File: config.mk
export PLATFORM = sky130hd
export DESIGN_NAME = sifive_insight_tl_a_capture
export DESIGN_NICKNAME = d
export VERILOG_FILES = /design/src/rtl/sifive_insight_tl_a_capture.sv
export SDC_FILE = /design/constraint.sdc
export NUM_CORES = 1
export LEC_CHECK = 0
export ABC_AREA = 1
export CORE_ASPECT_RATIO = 1.25
export CORE_MARGIN = 10
export CORE_UTILIZATION = 55
export CTS_BUF_LIST = sky130_fd_sc_hd__clkbuf_8 sky130_fd_sc_hd__clkbuf_16
export CTS_CLUSTER_SIZE = 14
export DETAILED_ROUTE_END_ITERATION = 6
export MAX_ROUTING_LAYER = met4
export PLACE_DENSITY = 0.77
export SLEW_MARGIN = 20
export SYNTH_ARGS = -nofsm -noshare
export SYNTH_HDL_FRONTEND = slang
export SYNTH_SLANG_ARGS = --single-unit
File: constraint.sdc
create_clock -name clock -period 6 [get_ports clock]
set_clock_uncertainty 0.1 [all_clocks]
set_input_delay 1.5 -clock clock [delete_from_list [all_inputs] [get_ports clock]]
set_output_delay 1.5 -clock clock [all_outputs]
set_load 0.005 [all_outputs]
File: src/rtl/sifive_insight_tl_a_capture.sv
// TileLink A-channel snoop capture: beat tracking plus a record FIFO with drop counting.
// Define SIFIVE_INSIGHT_TL_A_DATA_CAPTURE_EN to also store and output a_data/a_mask per record.
module sifive_insight_tl_a_capture #(
  parameter int DATA_W = 32,
  parameter int ADDR_W = 32,
  parameter int SIZE_W = 4,
  parameter int DEPTH  = 8
) (
  input  logic                       clock,
  input  logic                       reset,
  input  logic                       a_valid,
  input  logic                       a_ready,
  input  logic [2:0]                 a_opcode,
  input  logic [2:0]                 a_param,
  input  logic [SIZE_W-1:0]          a_size,
  input  logic                       a_source,
  input  logic [ADDR_W-1:0]          a_address,
  input  logic [DATA_W/8-1:0]        a_mask,
  input  logic [DATA_W-1:0]          a_data,
  input  logic                       a_corrupt,
  output logic                       rec_valid,
  output logic [2:0]                 rec_opcode,
  output logic [2:0]                 rec_param,
  output logic [SIZE_W-1:0]          rec_size,
  output logic                       rec_source,
  output logic [ADDR_W-1:0]          rec_address,
  output logic [DATA_W/8-1:0]        rec_mask,
  output logic [DATA_W-1:0]          rec_data,
  output logic                       rec_corrupt,
  output logic                       rec_first,
  output logic                       rec_last,
  output logic [7:0]                 rec_beat,
  input  logic                       rec_ready,
  output logic [$clog2(DEPTH):0]     level,
  output logic [15:0]                drop_cnt
);

  localparam int MASK_W = DATA_W / 8;
  localparam int PW     = $clog2(DEPTH);
  localparam int LW     = PW + 1;
  localparam int LOG_BB = $clog2(MASK_W);
  localparam int META_W = 3 + 3 + SIZE_W + 1 + ADDR_W + 1 + 1 + 1 + 8;

  logic [7:0]        beat_q;
  logic [8:0]        beats_q;
  logic [8:0]        calc_beats;
  logic [8:0]        cur_beats;
  logic              is_last;
  logic              fire;
  logic              pop;
  logic              push;
  logic              head_ld;
  logic              head_from_mem;
  logic [PW-1:0]     wptr_q;
  logic [PW-1:0]     rptr_q;
  logic [PW-1:0]     rptr_nxt;
  logic [LW-1:0]     level_q;
  logic [15:0]       drop_q;
  logic [META_W-1:0] mem_meta [DEPTH];
  logic [META_W-1:0] head_meta_q;
  logic [META_W-1:0] new_meta;

  // Burst length in beats, clamped to 256 so the 8-bit beat index wraps 255 -> 0 only on the last beat.
  always_comb begin
    calc_beats = 9'd1;
    if (a_opcode == 3'd0 || a_opcode == 3'd1) begin
      if (int'(a_size) >= LOG_BB + 8)
        calc_beats = 9'd256;
      else if (int'(a_size) > LOG_BB)
        calc_beats = 9'(1) << (int'(a_size) - LOG_BB);
    end
  end

  assign cur_beats     = (beat_q == 8'd0) ? calc_beats : beats_q;
  assign is_last       = ({1'b0, beat_q} == cur_beats - 9'd1);
  assign fire          = a_valid & a_ready;
  assign rec_valid     = (level_q != '0);
  assign pop           = rec_valid & rec_ready;
  assign push          = fire & ((level_q != LW'(DEPTH)) | pop);
  assign rptr_nxt      = rptr_q + PW'(1);
  assign head_from_mem = pop & (level_q > LW'(1));
  assign head_ld       = pop ? (head_from_mem | push) : ((level_q == '0) & push);
  assign new_meta      = {a_opcode, a_param, a_size, a_source, a_address, a_corrupt,
                          (beat_q == 8'd0), is_last, beat_q};

  always_ff @(posedge clock) begin
    if (push) mem_meta[wptr_q] <= new_meta;
  end

  always_ff @(posedge clock) begin
    if (reset) begin
      beat_q      <= '0;
      beats_q     <= 9'd1;
      wptr_q      <= '0;
      rptr_q      <= '0;
      level_q     <= '0;
      drop_q      <= '0;
      head_meta_q <= '0;
    end else begin
      if (fire) begin
        if (beat_q == 8'd0) beats_q <= calc_beats;
        beat_q <= is_last ? 8'd0 : beat_q + 8'd1;
        if (!push && drop_q != 16'hFFFF) drop_q <= drop_q + 16'd1;
      end
      if (push) wptr_q <= wptr_q + PW'(1);
      if (pop) rptr_q <= rptr_nxt;
      if (push && !pop) level_q <= level_q + LW'(1);
      else if (pop && !push) level_q <= level_q - LW'(1);
      if (head_ld) head_meta_q <= head_from_mem ? mem_meta[rptr_nxt] : new_meta;
    end
  end

  assign {rec_opcode, rec_param, rec_size, rec_source, rec_address, rec_corrupt,
          rec_first, rec_last, rec_beat} = head_meta_q;
  assign level    = level_q;
  assign drop_cnt = drop_q;

`ifdef SIFIVE_INSIGHT_TL_A_DATA_CAPTURE_EN
  logic [MASK_W+DATA_W-1:0] mem_dat [DEPTH];
  logic [MASK_W+DATA_W-1:0] head_dat_q;

  always_ff @(posedge clock) begin
    if (push) mem_dat[wptr_q] <= {a_mask, a_data};
  end

  always_ff @(posedge clock) begin
    if (reset) head_dat_q <= '0;
    else if (head_ld) head_dat_q <= head_from_mem ? mem_dat[rptr_nxt] : {a_mask, a_data};
  end

  assign {rec_mask, rec_data} = head_dat_q;
`else
  logic unused_dat;
  assign unused_dat = ^{a_mask, a_data};
  assign rec_mask   = '0;
  assign rec_data   = '0;
`endif

endmodule
== After elaboration in Yosys (flattened, before gate mapping) ==
Memory sizes are Yosys's and may differ from the RTL's.
Index checks and enable logic that the tools add are counted.
Word-level totals
  flip-flop bits (word level): 97
  bits in writable memories: 432
  output and inout bits: 111
  logic and storage cells: 54
  memories: 1
Memory list
  mem_meta: depth 8, bits a word 54, read ports 1, clocked after Yosys merged registers in 0, wr ports 1, line 59  | logic [META_W-1:0] mem_meta [DEPTH];
Operators by class
  add/subtract/negate cells: 8
  magnitude comparators: 3
  eq/ne operators: 4
  shift operators: 1
  muxes and demuxes: 11
  bitwise gates (word level): 7
  reductions and logical operators: 12
Operators with widths (count)
  two-way mux 54 bit: 1
  two-way mux 9 bit: 4
  left shift 1 x 32 -> 9 bit, first input constant: 1
  adder 16 x 1 -> 16 bit, second input constant: 1
  inequality test 16 bit, second input constant: 1
  equality test 8 x 9 -> 1 bit: 1
  subtractor 9 x 1 -> 9 bit, second input constant: 1
  adder 8 x 1 -> 8 bit, second input constant: 1
  zero test 8 bit: 1
  two-way mux 4 bit: 2
  two-way mux 8 bit: 1
  adder 3 x 1 -> 3 bit, second input constant: 2
  bitwise AND 1 bit: 5
  subtractor 4 x 2 -> 5 bit, second input constant: 1
  adder 4 x 1 -> 4 bit, second input constant: 1
  >= comparator 4 bit, second input constant: 1
  > comparator 4 x 1 -> 1 bit, second input constant: 1
  > comparator 4 x 2 -> 1 bit, second input constant: 1
  zero test 4 bit: 1
  inequality test 4 bit, second input constant: 1
  nonzero test 4 bit: 1
  subtractor 4 x 1 -> 4 bit, second input constant: 1
  equality test 3 x 1 -> 1 bit, second input constant: 1
  logical AND 1 bit: 3
  7 further kinds: 11

== Logic depth before layout (Yosys ltp) ==
Gate-level depths: netlist (run 1).
  depth in word-level cells: 9
  depth in mapped cells: 20

== Worst setup path after synthesis (run 1) ==
OpenSTA, ideal clock, no wires.
  path type: input port to flip-flop
  start: input port a_valid
  end: memory mem_meta[0][0] (netlist name), enable pin
  library setup time: 466 ps
  arrival time: 4369 ps
  data required time: 5434 ps
  path slack: 1065 ps
  stages on the path: 6
  path buffers: 0
  cell sequence: nand2_1 -> inv_1 -> nand2_1 -> inv_1 -> nand2_1 -> nor2_1
On the way
  longest elaborated chain between the ends: 4
Ends and longest elaborated chain
  from (decl): line 11  | input logic a_valid,
  bitwise AND 1 bit: line 76  | assign fire = a_valid & a_ready;
  bitwise AND 1 bit: line 79  | assign push = fire & ((level_q != LW'(DEPTH)) | pop);
  named net push: line 51  | logic push;
  two-way mux 1 bit: line 87  | if (push) mem_meta[wptr_q] <= new_meta;
  two-way mux 1 bit (not written as such): line 87
  to (decl): line 59
The timed path passes the listed nets, and every way through them passes these cells.

== Final worst setup path (run 1) ==
  start: input port a_size[2]
  end: memory mem_meta[1][8] (netlist name), data pin
On the way
  longest elaborated chain between the ends: 8
  elaborated cells on any way between the ends: 10
Ends and longest elaborated chain
  from (decl): line 15  | input logic [SIZE_W-1:0] a_size,
  subtractor 4 x 2 -> 5 bit: line 70  | calc_beats = 9'(1) << (int'(a_size) - LOG_BB);
  left shift 1 x 32 -> 9 bit: line 70
  two-way mux 9 bit: line 69  | else if (int'(a_size) > LOG_BB)
  two-way mux 9 bit (*): line 67  | if (int'(a_size) >= LOG_BB + 8)
  two-way mux 9 bit (*): line 66  | if (a_opcode == 3'd0 || a_opcode == 3'd1) begin
  two-way mux 9 bit (*)
  subtractor 9 x 1 -> 9 bit (*): line 75  | assign is_last = ({1'b0, beat_q} == cur_beats - 9'd1);
  equality test 8 x 9 -> 1 bit (*): line 75
  named net is_last: line 48  | logic is_last;
Mark *: on every way through the listed nets, which the timed path passes. The rest lies on a longest branch.

==> summary.txt, run 1 <==
Max-cap violations: 0
Die width: 198 microns
Clock slew at reported path FFs: 0.06 ns
Tot Pwr: 11.0 mW
Flops & latches, synth: 529
Post-Syn Instances: 1888
WL final: 53800 microns
Worst-Margin Slew: 0.983 ns
# setup viols final: 0
Clock Latency Late Sink: 0.58 ns
Rows: 81
First-pass GRT wire length: 83200 microns
Gpl congestion: 0.879
Overflow after GRT: 0
Unique masters post-synth: 47
Nets: 2076
Final period utilization: 79.5%
DR iter-0 viols: 1399
Number of global-route vias before repair: 15300
Post-synth top flop: edfxtp_1
Final Max Tran Viols: 0
Clock Sinks: 529
Cts hold-fix bufs: 0
Router iterations before antenna repair: 5
Fmax: 0.210 GHz
Hold_ws: 0.397 ns
Share of layout cells above drive strength 1: 7.88%
# IOs: 196
Outcome: complete, no violations
CTS tree: yes
Initial Util: 55.7%
Fin crit period: 4.77 ns
Cts bufs inserted: 48
RSZ-0062 raised after global routing: no
Peak supply drop: 446 uV
CP Capture Type: register
Post-CTS sizing: 0
Final WS setup: 1.23 ns
DIE HEIGHT: 243 microns
Total global-route track usage: 22.3%
Post-DP HPWL: 29300 microns
Via count: 15300
Area fraction of the dominant cell type after synthesis: 59.4%
Drt wl/cell: 21.4 microns
Worst slack at placement: 0.659 ns
Area grow syn2layout: 14.2%
H-Tree Depth: 2
Sequential-to-total area share from yosys stat: 68.3%
Power per cell area: 443 nW/um^2
Post-synth EDFFs: 432
Arrival @ worst endpoint: 5.00 ns
Initial antenna violation count: 2
Syn Area/Cell: 11.6 sq um
Setup Fix Bufs, Post-CTS: 0
Post-route ant nets: 0
Leakage: 8.54 nW
Crit path kind: input pin to register
Port Buffers: 123
Final Util: 63.6%
Crit Path Max Fanout: 11
FFs w/ async S/R, synth: 0%
Top cells by area, synth: edfxtp_1, dfxtp_1, o21ai_0, nor2_1, o22ai_1
WP data required: 6.23 ns
Setup TNS: 0 ns
Warnings, synthesis: 0
Yosys top cell by area: edfxtp_1
Vias per cell: 6.08
DRC Markers: 0
Mapped cell area: 21800 sq um
CTS max path bufs: 3
Hold Path Class: register to register
Largest net degree at the start of global routing: 164
Worst slew margin: 34.4%
Startpoint types: input pin
Die footprint: 48100 sq um
Root Buffer Master: clkbuf_16
Core area: 39200 sq um
Final hold vios: 0
-- report_power, final --
| part | total, mW | leakage, nW | switching [mW] | internal [mW] |
|---|---|---|---|---|
| sequential | 4.47 | 4.72 | 0.224 | 4.24 |
| combinational | 3.76 | 3.05 | 2.43 | 1.33 |
| clock | 2.81 | 0.774 | 1.33 | 1.49 |
-- routing by layer --
metal  share of wire [%]  global-route usage (%)
met1                  38                    27.2
met2                  50                    37.0
met3                 9.9                    4.31
met4                 2.2                    6.70
met5                   0                       -
-- sequential cells by signal, summed over array words and instances (netlist names) --
register / count
rptr_q: 3
level: 4
head_meta_q: 54
wptr_q: 3
drop_cnt: 16
mem_meta: 432
beat_q: 8
beats_q: 9
-- cells in the mapped netlist, types with 3 or more instances --
library cell and count:
nor2_1 269, nor3_1 10, nand4_1 12, nor2_2 5, a21oi_1 131, dfxtp_1 97, nor4_1 4, nand2_4 5
nor2_8 3, o211ai_1 6, inv_2 12, ha_1 13, nand3_1 31, o21ai_1 33, xor2_1 7, nor2_4 6
buf_1 10, nand3_2 3, buf_2 11, edfxtp_1 432, o21ai_0 316, xnor2_1 3, buf_4 37, clkbuf_1 92
o22ai_1 106, inv_1 69, o21bai_1 52, nor3b_1 4, nand2_2 9, nand2_1 79
-- stage by stage --
stage          instances  area (sq um)
2_1_floorplan       1923         22000
3_3_place_gp        2426         23500
3_5_place_dp        2426         23500
4_1_cts             2515         24900
5_1_grt             2517         24900
6_report            2517         24900
-- path summary, 6_finish.rpt --
check        startpoint             end  slack [ns]  depth (start not counted)
min          beats_q[0]      beats_q[0]        0.40                          2
min reg2reg  beats_q[0]      beats_q[0]        0.40                          2
max reg2reg   beat_q[0]  mem_meta[1][8]        2.38                         14
max           a_size[2]  mem_meta[1][8]        1.23                         16
-- kinds of logic (layout without fill, tap and decap cells) --
kind of cell	after synthesis	after routing	share of synthesized area [%]
adder cells (fa/ha/maj)	13	13	0.745
flip-flops	529	529	68.3
other	1	38	0.0172
AND/OR/NAND/NOR	444	444	9.18
XOR/XNOR	11	11	0.504
buffers and inverters	235	329	4.77
AO/OA/AOI/OAI	655	655	16.5
-- cell usage in the layout (no fill, tap or decap), types with 4 or more instances in the layout --
cell,netlist,routed
nor2_4,6,14
ha_1,13,12
o22ai_1,106,106
a21oi_1,131,131
conb_1,1,36
clkinv_2,1,5
clkinvlp_4,0,4
clkdlybuf4s50_1,0,123
o211ai_1,6,6
nand2_4,5,5
nand2_2,9,9
o21ai_0,316,316
o21ai_1,33,33
buf_12,0,5
nor4_1,4,4
nor2_2,5,5
nand3_1,31,31
buf_4,37,27
nand4_1,12,12
nor2_1,269,261
inv_1,69,91
clkbuf_16,0,48
nor3b_1,4,4
xor2_1,7,7
clkinv_1,2,6
dfxtp_1,97,96
o21bai_1,52,52
nor3_1,10,10
edfxtp_1,432,432
nand2_1,79,79
inv_2,12,12
-- worst max-delay path, stage by stage --
cell	delay (ns)
clkdlybuf4s50_1	0.69
clkinv_1	0.24
ha_1	0.24
ha_1	0.37
nand4_1	0.11
nor2_1	0.14
nand4_1	0.17
nand2_2	0.21
inv_1	0.08
ha_1	0.29
xnor2_1	0.13
a21oi_1	0.16
nand3_2	0.13
a21oi_1	0.14
nand3_1	0.08
nor2_1	0.33
-- area by class of cell --
type	instances	area, sq um
Sequential cell	529	14900
Fill cell	2853	14300
Multi-Input combinational cell	1159	6090
Timing Repair Buffer	155	1530
Clock buffer	50	1230
Tap cell	498	623
Inverter	85	334
Clock inverter	39	208
Antenna cell	2	5.00
Power figures use the tool's default switching activity.
==> run 2, diff against run 1 <==
clock period = 5 ns   (was 6 ns; I/O delays follow)
==> run 2 against run 1 <==
  * First-iteration DRC count shrank 0.86%
  * Critical endpoint is now mem_meta[3][8]
  * Global-route usage hardly changed
  * Routed wire length down 0.25%
  * Sequential power is 20% higher
==> summary.txt, run 2 (synthesized netlist as in run 1, its figures left out) <==
Outcome: complete, no violations
R2R Path Start: beat_q[0]
Max FFs per register: 432
Root Buffer Master: clkbuf_16
CP max stage delay: 0.51 ns
Clock slew at reported path FFs: 0.07 ns
# setup viols final: 0
Arrival @ worst endpoint: 4.58 ns
Gpl congestion: 0.915
Worst slack at placement: 0.0891 ns
Area grow syn2layout: 15.1%
Initial antenna violation count: 4
Finished Layout Cells: 2523
Crit path kind: input pin to register
Router iterations before antenna repair: 5
Tot Pwr: 13.5 mW
WP data required: 5.20 ns
Capture point of the worst reg-to-reg path: mem_meta[3][8]
Final period utilization: 87.6%
Rows: 81
Final Max Tran Viols: 0
Cts bufs inserted: 50
Port Buffers: 123
Reg2Reg Depth: 14
Share of layout cells above drive strength 1: 8.21%
Clock Sinks: 529
Initial Util: 55.7%
Vias per cell: 6.06
Drt wl/cell: 21.3 microns
Crit Path Max Fanout: 8
CP Capture Type: register
Post-route ant nets: 0
Clock Latency Late Sink: 0.57 ns
CP max-delay cell: clkdlybuf4s50_1
DIE HEIGHT: 243 microns
CTS tree: yes
Via count: 15300
Placed insts: 2427
Die footprint: 48100 sq um
Critical path buffers and inverters: 3
CTS max path bufs: 3
Total global-route track usage: 22.3%
Crit path cell chain: clkdlybuf4s50_1, clkinv_1, ha_1, ha_1, nand4_1, nor2_1, nand4_1, nand2_2, inv_1, ha_1, xnor2_1, a21oi_1, nand3_2, a21oi_1, nand3_1, nor2_1
Fin crit period: 4.38 ns
Leakage: 8.61 nW
# IOs: 196
Startpoint types: input pin
Peak supply drop: 356 uV
Nets: 2079
Worst slew margin: 23.3%
Worst-Margin Slew: 1.15 ns
Cts hold-fix bufs: 0
Hold Path Class: register to register
Number of global-route vias before repair: 15300
Setup slack, reg-to-reg: 1.29 ns
Hold depth: 2
Worst min-delay path startpoint: beats_q[0]
WL final: 53600 microns
Worst Hold Path EP: beats_q[0]
Core area: 39200 sq um
Overflow after GRT: 0
Hold_ws: 0.375 ns
Commonest non-fill, non-tap cells in the layout: edfxtp_1, o21ai_0, nor2_1
H-Tree Depth: 2
Largest net degree at the start of global routing: 164
Final hold vios: 0
Post-CTS sizing: 0
Setup Fix Bufs, Post-CTS: 0
Final WS setup: 0.619 ns
Post-DP HPWL: 28700 microns
DRC Markers: 0
RSZ-0062 raised after global routing: no
Die width: 198 microns
Kind of cell adding the most delay to the critical path: simple AND/OR/NAND/NOR gates
First-pass GRT wire length: 83000 microns
Top reg by flops: mem_meta
CP dominant cell by count: ha_1
Commonest non-fill, non-tap cell in the layout: edfxtp_1
DR iter-0 viols: 1387
Power per cell area: 538 nW/um^2
Setup TNS: 0 ns
Fmax: 0.228 GHz
Max-cap violations: 0
run 2: changes by cell type in the layout (fill, tap and decap cells not counted), sizes merged:
| cell | change |
|---|---|
| clkbuf | +4 |
| bufinv | +3 |
| clkinvlp | -3 |
| inv | -3 |
| clkinv | +2 |
| diode | +2 |
| buf | +1 |
run 2: final cells by class:
type	count	area, sq um
timing repair buffer	156	1590
inverter	85	333
tap	498	623
clock inverter	38	241
fill	2804	14100
antenna	4	10.0
multi-input combinational	1159	6090
sequential	529	14900
clock buffer	54	1320
run 2: routing by layer:
metal  GRT usage, %  share of wire [%]
met1           26.6                 38
met2           37.3                 50
met3           4.19                9.2
met4           7.63                2.2
met5              -                  0
run 2: worst max path at each step:
stage	startpoint	endpoint	slack, ns	cells after the start
CTS	a_size[2]	mem_meta[3][8]	0.67	16
detailed placement	a_size[2]	mem_meta[3][8]	0.09	16
floorplan	a_valid	mem_meta[0][0]	0.31	6
global placement	a_size[2]	mem_meta[2][8]	0.26	16
global route	a_size[2]	mem_meta[0][8]	0.43	16
finish	a_size[2]	mem_meta[3][8]	0.62	16
run 2: worst min-delay path, delay by kind of cell (launching register included):
family / cells / cell delay (ns)
flops: 1 / 0.33
compound gates: 2 / 0.12
run 2: report_power, final:
group	switching [mW]	internal, mW	total (mW)
combinational	2.91	1.63	4.54
clock	1.56	2.04	3.60
sequential	0.271	5.09	5.36
total	4.74	8.77	13.5
run 2: stage by stage:
step | util (%) | instance area (sq um)
2_1_floorplan | - | 22000
4_1_cts | 64.0 | 25100
3_3_place_gp | 60.1 | 23600
3_5_place_dp | 60.1 | 23600
5_1_grt | 64.1 | 25100
6_report | 64.1 | 25100
==> run 3, diff against run 2 <==
CTS_BUF_LIST = sky130_fd_sc_hd__clkbuf_4   (was sky130_fd_sc_hd__clkbuf_8 sky130_fd_sc_hd__clkbuf_16)
MAX_ROUTING_LAYER = default   (was met4)
==> run 3 against run 2 <==
  * Utilization grew 0.11 points
  * Critical endpoint is now mem_meta[6][8]
  * Global-route usage is 0.25 points lower
  * Largest power group unchanged
  * Sequential share of layout area fell by 0.10 points
==> summary.txt, run 3 (synthesized netlist as in run 1, its figures left out) <==
Outcome: complete, no violations
DRC Markers: 0
Crit Path Max Fanout: 8
CTS tree: yes
Max FFs per register: 432
Placed insts: 2426
Cts bufs inserted: 121
Setup TNS: 0 ns
Final Max Tran Viols: 0
Startpoint types: input pin
Hold Path Class: register to register
Final hold vios: 0
Port Buffers: 123
Die footprint: 48100 sq um
Leakage: 8.72 nW
Setup Fix Bufs, Post-CTS: 0
Largest net degree at the start of global routing: 158
Top Metal Used: met5
Commonest non-fill, non-tap cell in the layout: edfxtp_1
Clock slew at reported path FFs: 0.08 ns
Metal3 WL: 5220 microns
Layout filler cell count: 2821
Post-route ant nets: 0
Router iterations before antenna repair: 6
CTS max path bufs: 3
WL met1: 20600 microns
Finished Layout Cells: 2656
CP Capture Type: register
Crit path kind: input pin to register
Post-CTS sizing: 0
Initial Util: 55.7%
Area of the multi-input gates: 6090 sq um
Max-cap violations: 0
Cts hold-fix bufs: 0
Hold_ws: 0.374 ns
Register area: 14900 sq um
Via count: 15700
Fin crit period: 3.98 ns
Area grow syn2layout: 15.3%
Power per cell area: 526 nW/um^2
Nets: 2149
Peak supply drop: 501 uV
# IOs: 196
Final period utilization: 79.7%
DR iter-0 viols: 1591
Worst-Margin Slew: 1.01 ns
DIE HEIGHT: 243 microns
Clock Latency Late Sink: 0.84 ns
Top reg by flops: mem_meta
First-pass GRT wire length: 84400 microns
Gpl congestion: 0.888
Drt wl/cell: 20.3 microns
Vias per cell: 5.90
Initial antenna violation count: 4
Final Util: 64.2%
Post-DP HPWL: 28900 microns
Tot Pwr: 13.2 mW
Clock Sinks: 529
Arrival @ worst endpoint: 4.46 ns
Total global-route track usage: 22.1%
RSZ-0062 raised after global routing: no
Root Buffer Master: clkbuf_4
H-Tree Depth: 3
Commonest non-fill, non-tap cells in the layout: edfxtp_1, o21ai_0, nor2_1
Number of global-route vias before repair: 16000
WP data required: 5.47 ns
Overflow after GRT: 0
Core area: 39200 sq um
WL final: 53800 microns
Rows: 81
Worst slew margin: 33.0%
Share of layout cells above drive strength 1: 13.8%
Fmax: 0.251 GHz
# setup viols final: 0
Die width: 198 microns
DR WL met2: 26600 microns
## run 3: changes by cell type in the layout (fill, tap and decap cells not counted), moves of 2 or more
cell,delta
clkbuf_16,-51
inv_2,+2
buf_4,-4
buf_12,+3
inv_6,-2
clkbuf_4,+187
clkinvlp_4,+3
bufinv_16,-3
inv_1,-18
clkinv_1,+21
clkbuf_8,-3
## run 3: metal layers
| metal | vias up | GRT usage [%] |
|---|---|---|
| met5 | - | 0 |
| met4 | 4 | 10.3 |
| met3 | 115 | 5.23 |
| met2 | 785 | 36.5 |
| met1 | 7540 | 26.8 |
| li1 | 7218 | - |
## run 3: critical path, cell delays in order
cell,delay (ns)
clkdlybuf4s50_1,0.50
clkinv_1,0.16
ha_1,0.23
ha_1,0.37
nand4_1,0.11
nor2_1,0.13
nand4_1,0.13
nand2_2,0.19
inv_1,0.07
ha_1,0.29
xnor2_1,0.13
a21oi_1,0.16
nand3_2,0.13
a21oi_1,0.13
nand3_1,0.08
nor2_1,0.40
## run 3: power breakdown
group	internal (mW)	total, mW	leakage (nW)	switching, mW
clock	1.71	3.35	0.941	1.65
combinational	1.61	4.53	3.06	2.92
sequential	5.09	5.34	4.72	0.251
total	8.41	13.2	8.72	4.81
## run 3: stage by stage
step | worst slack [ns] | area, sq um
floorplan | 0.315 | 22000
global placement | 0.259 | 23600
detailed placement | 0.202 | 23600
CTS | 1.11 | 25200
global route | 0.827 | 25200
finish | 1.02 | 25200
## run 3: path summary, 6_finish.rpt
path | start | end | slack [ns] | depth (start not counted)
worst min-delay path | beats_q[0] | beats_q[0] | 0.37 | 2
worst max-delay path | a_size[2] | mem_meta[6][8] | 1.02 | 16
worst max register to register | rptr_q[0] | head_meta_q[39] | 1.32 | 8
worst min register to register | beats_q[0] | beats_q[0] | 0.37 | 2
## run 3: layout make-up
cell class                      count  share of cell area [%]
Tap cell                          498                    2.48
Antenna cell                        3                  0.0298
Clock buffer                      187                    5.58
Multi-Input combinational cell   1159                    24.2
Clock inverter                     40                   0.676
Timing Repair Buffer              155                    6.44
Inverter                           85                    1.32
Sequential cell                   529                    59.3
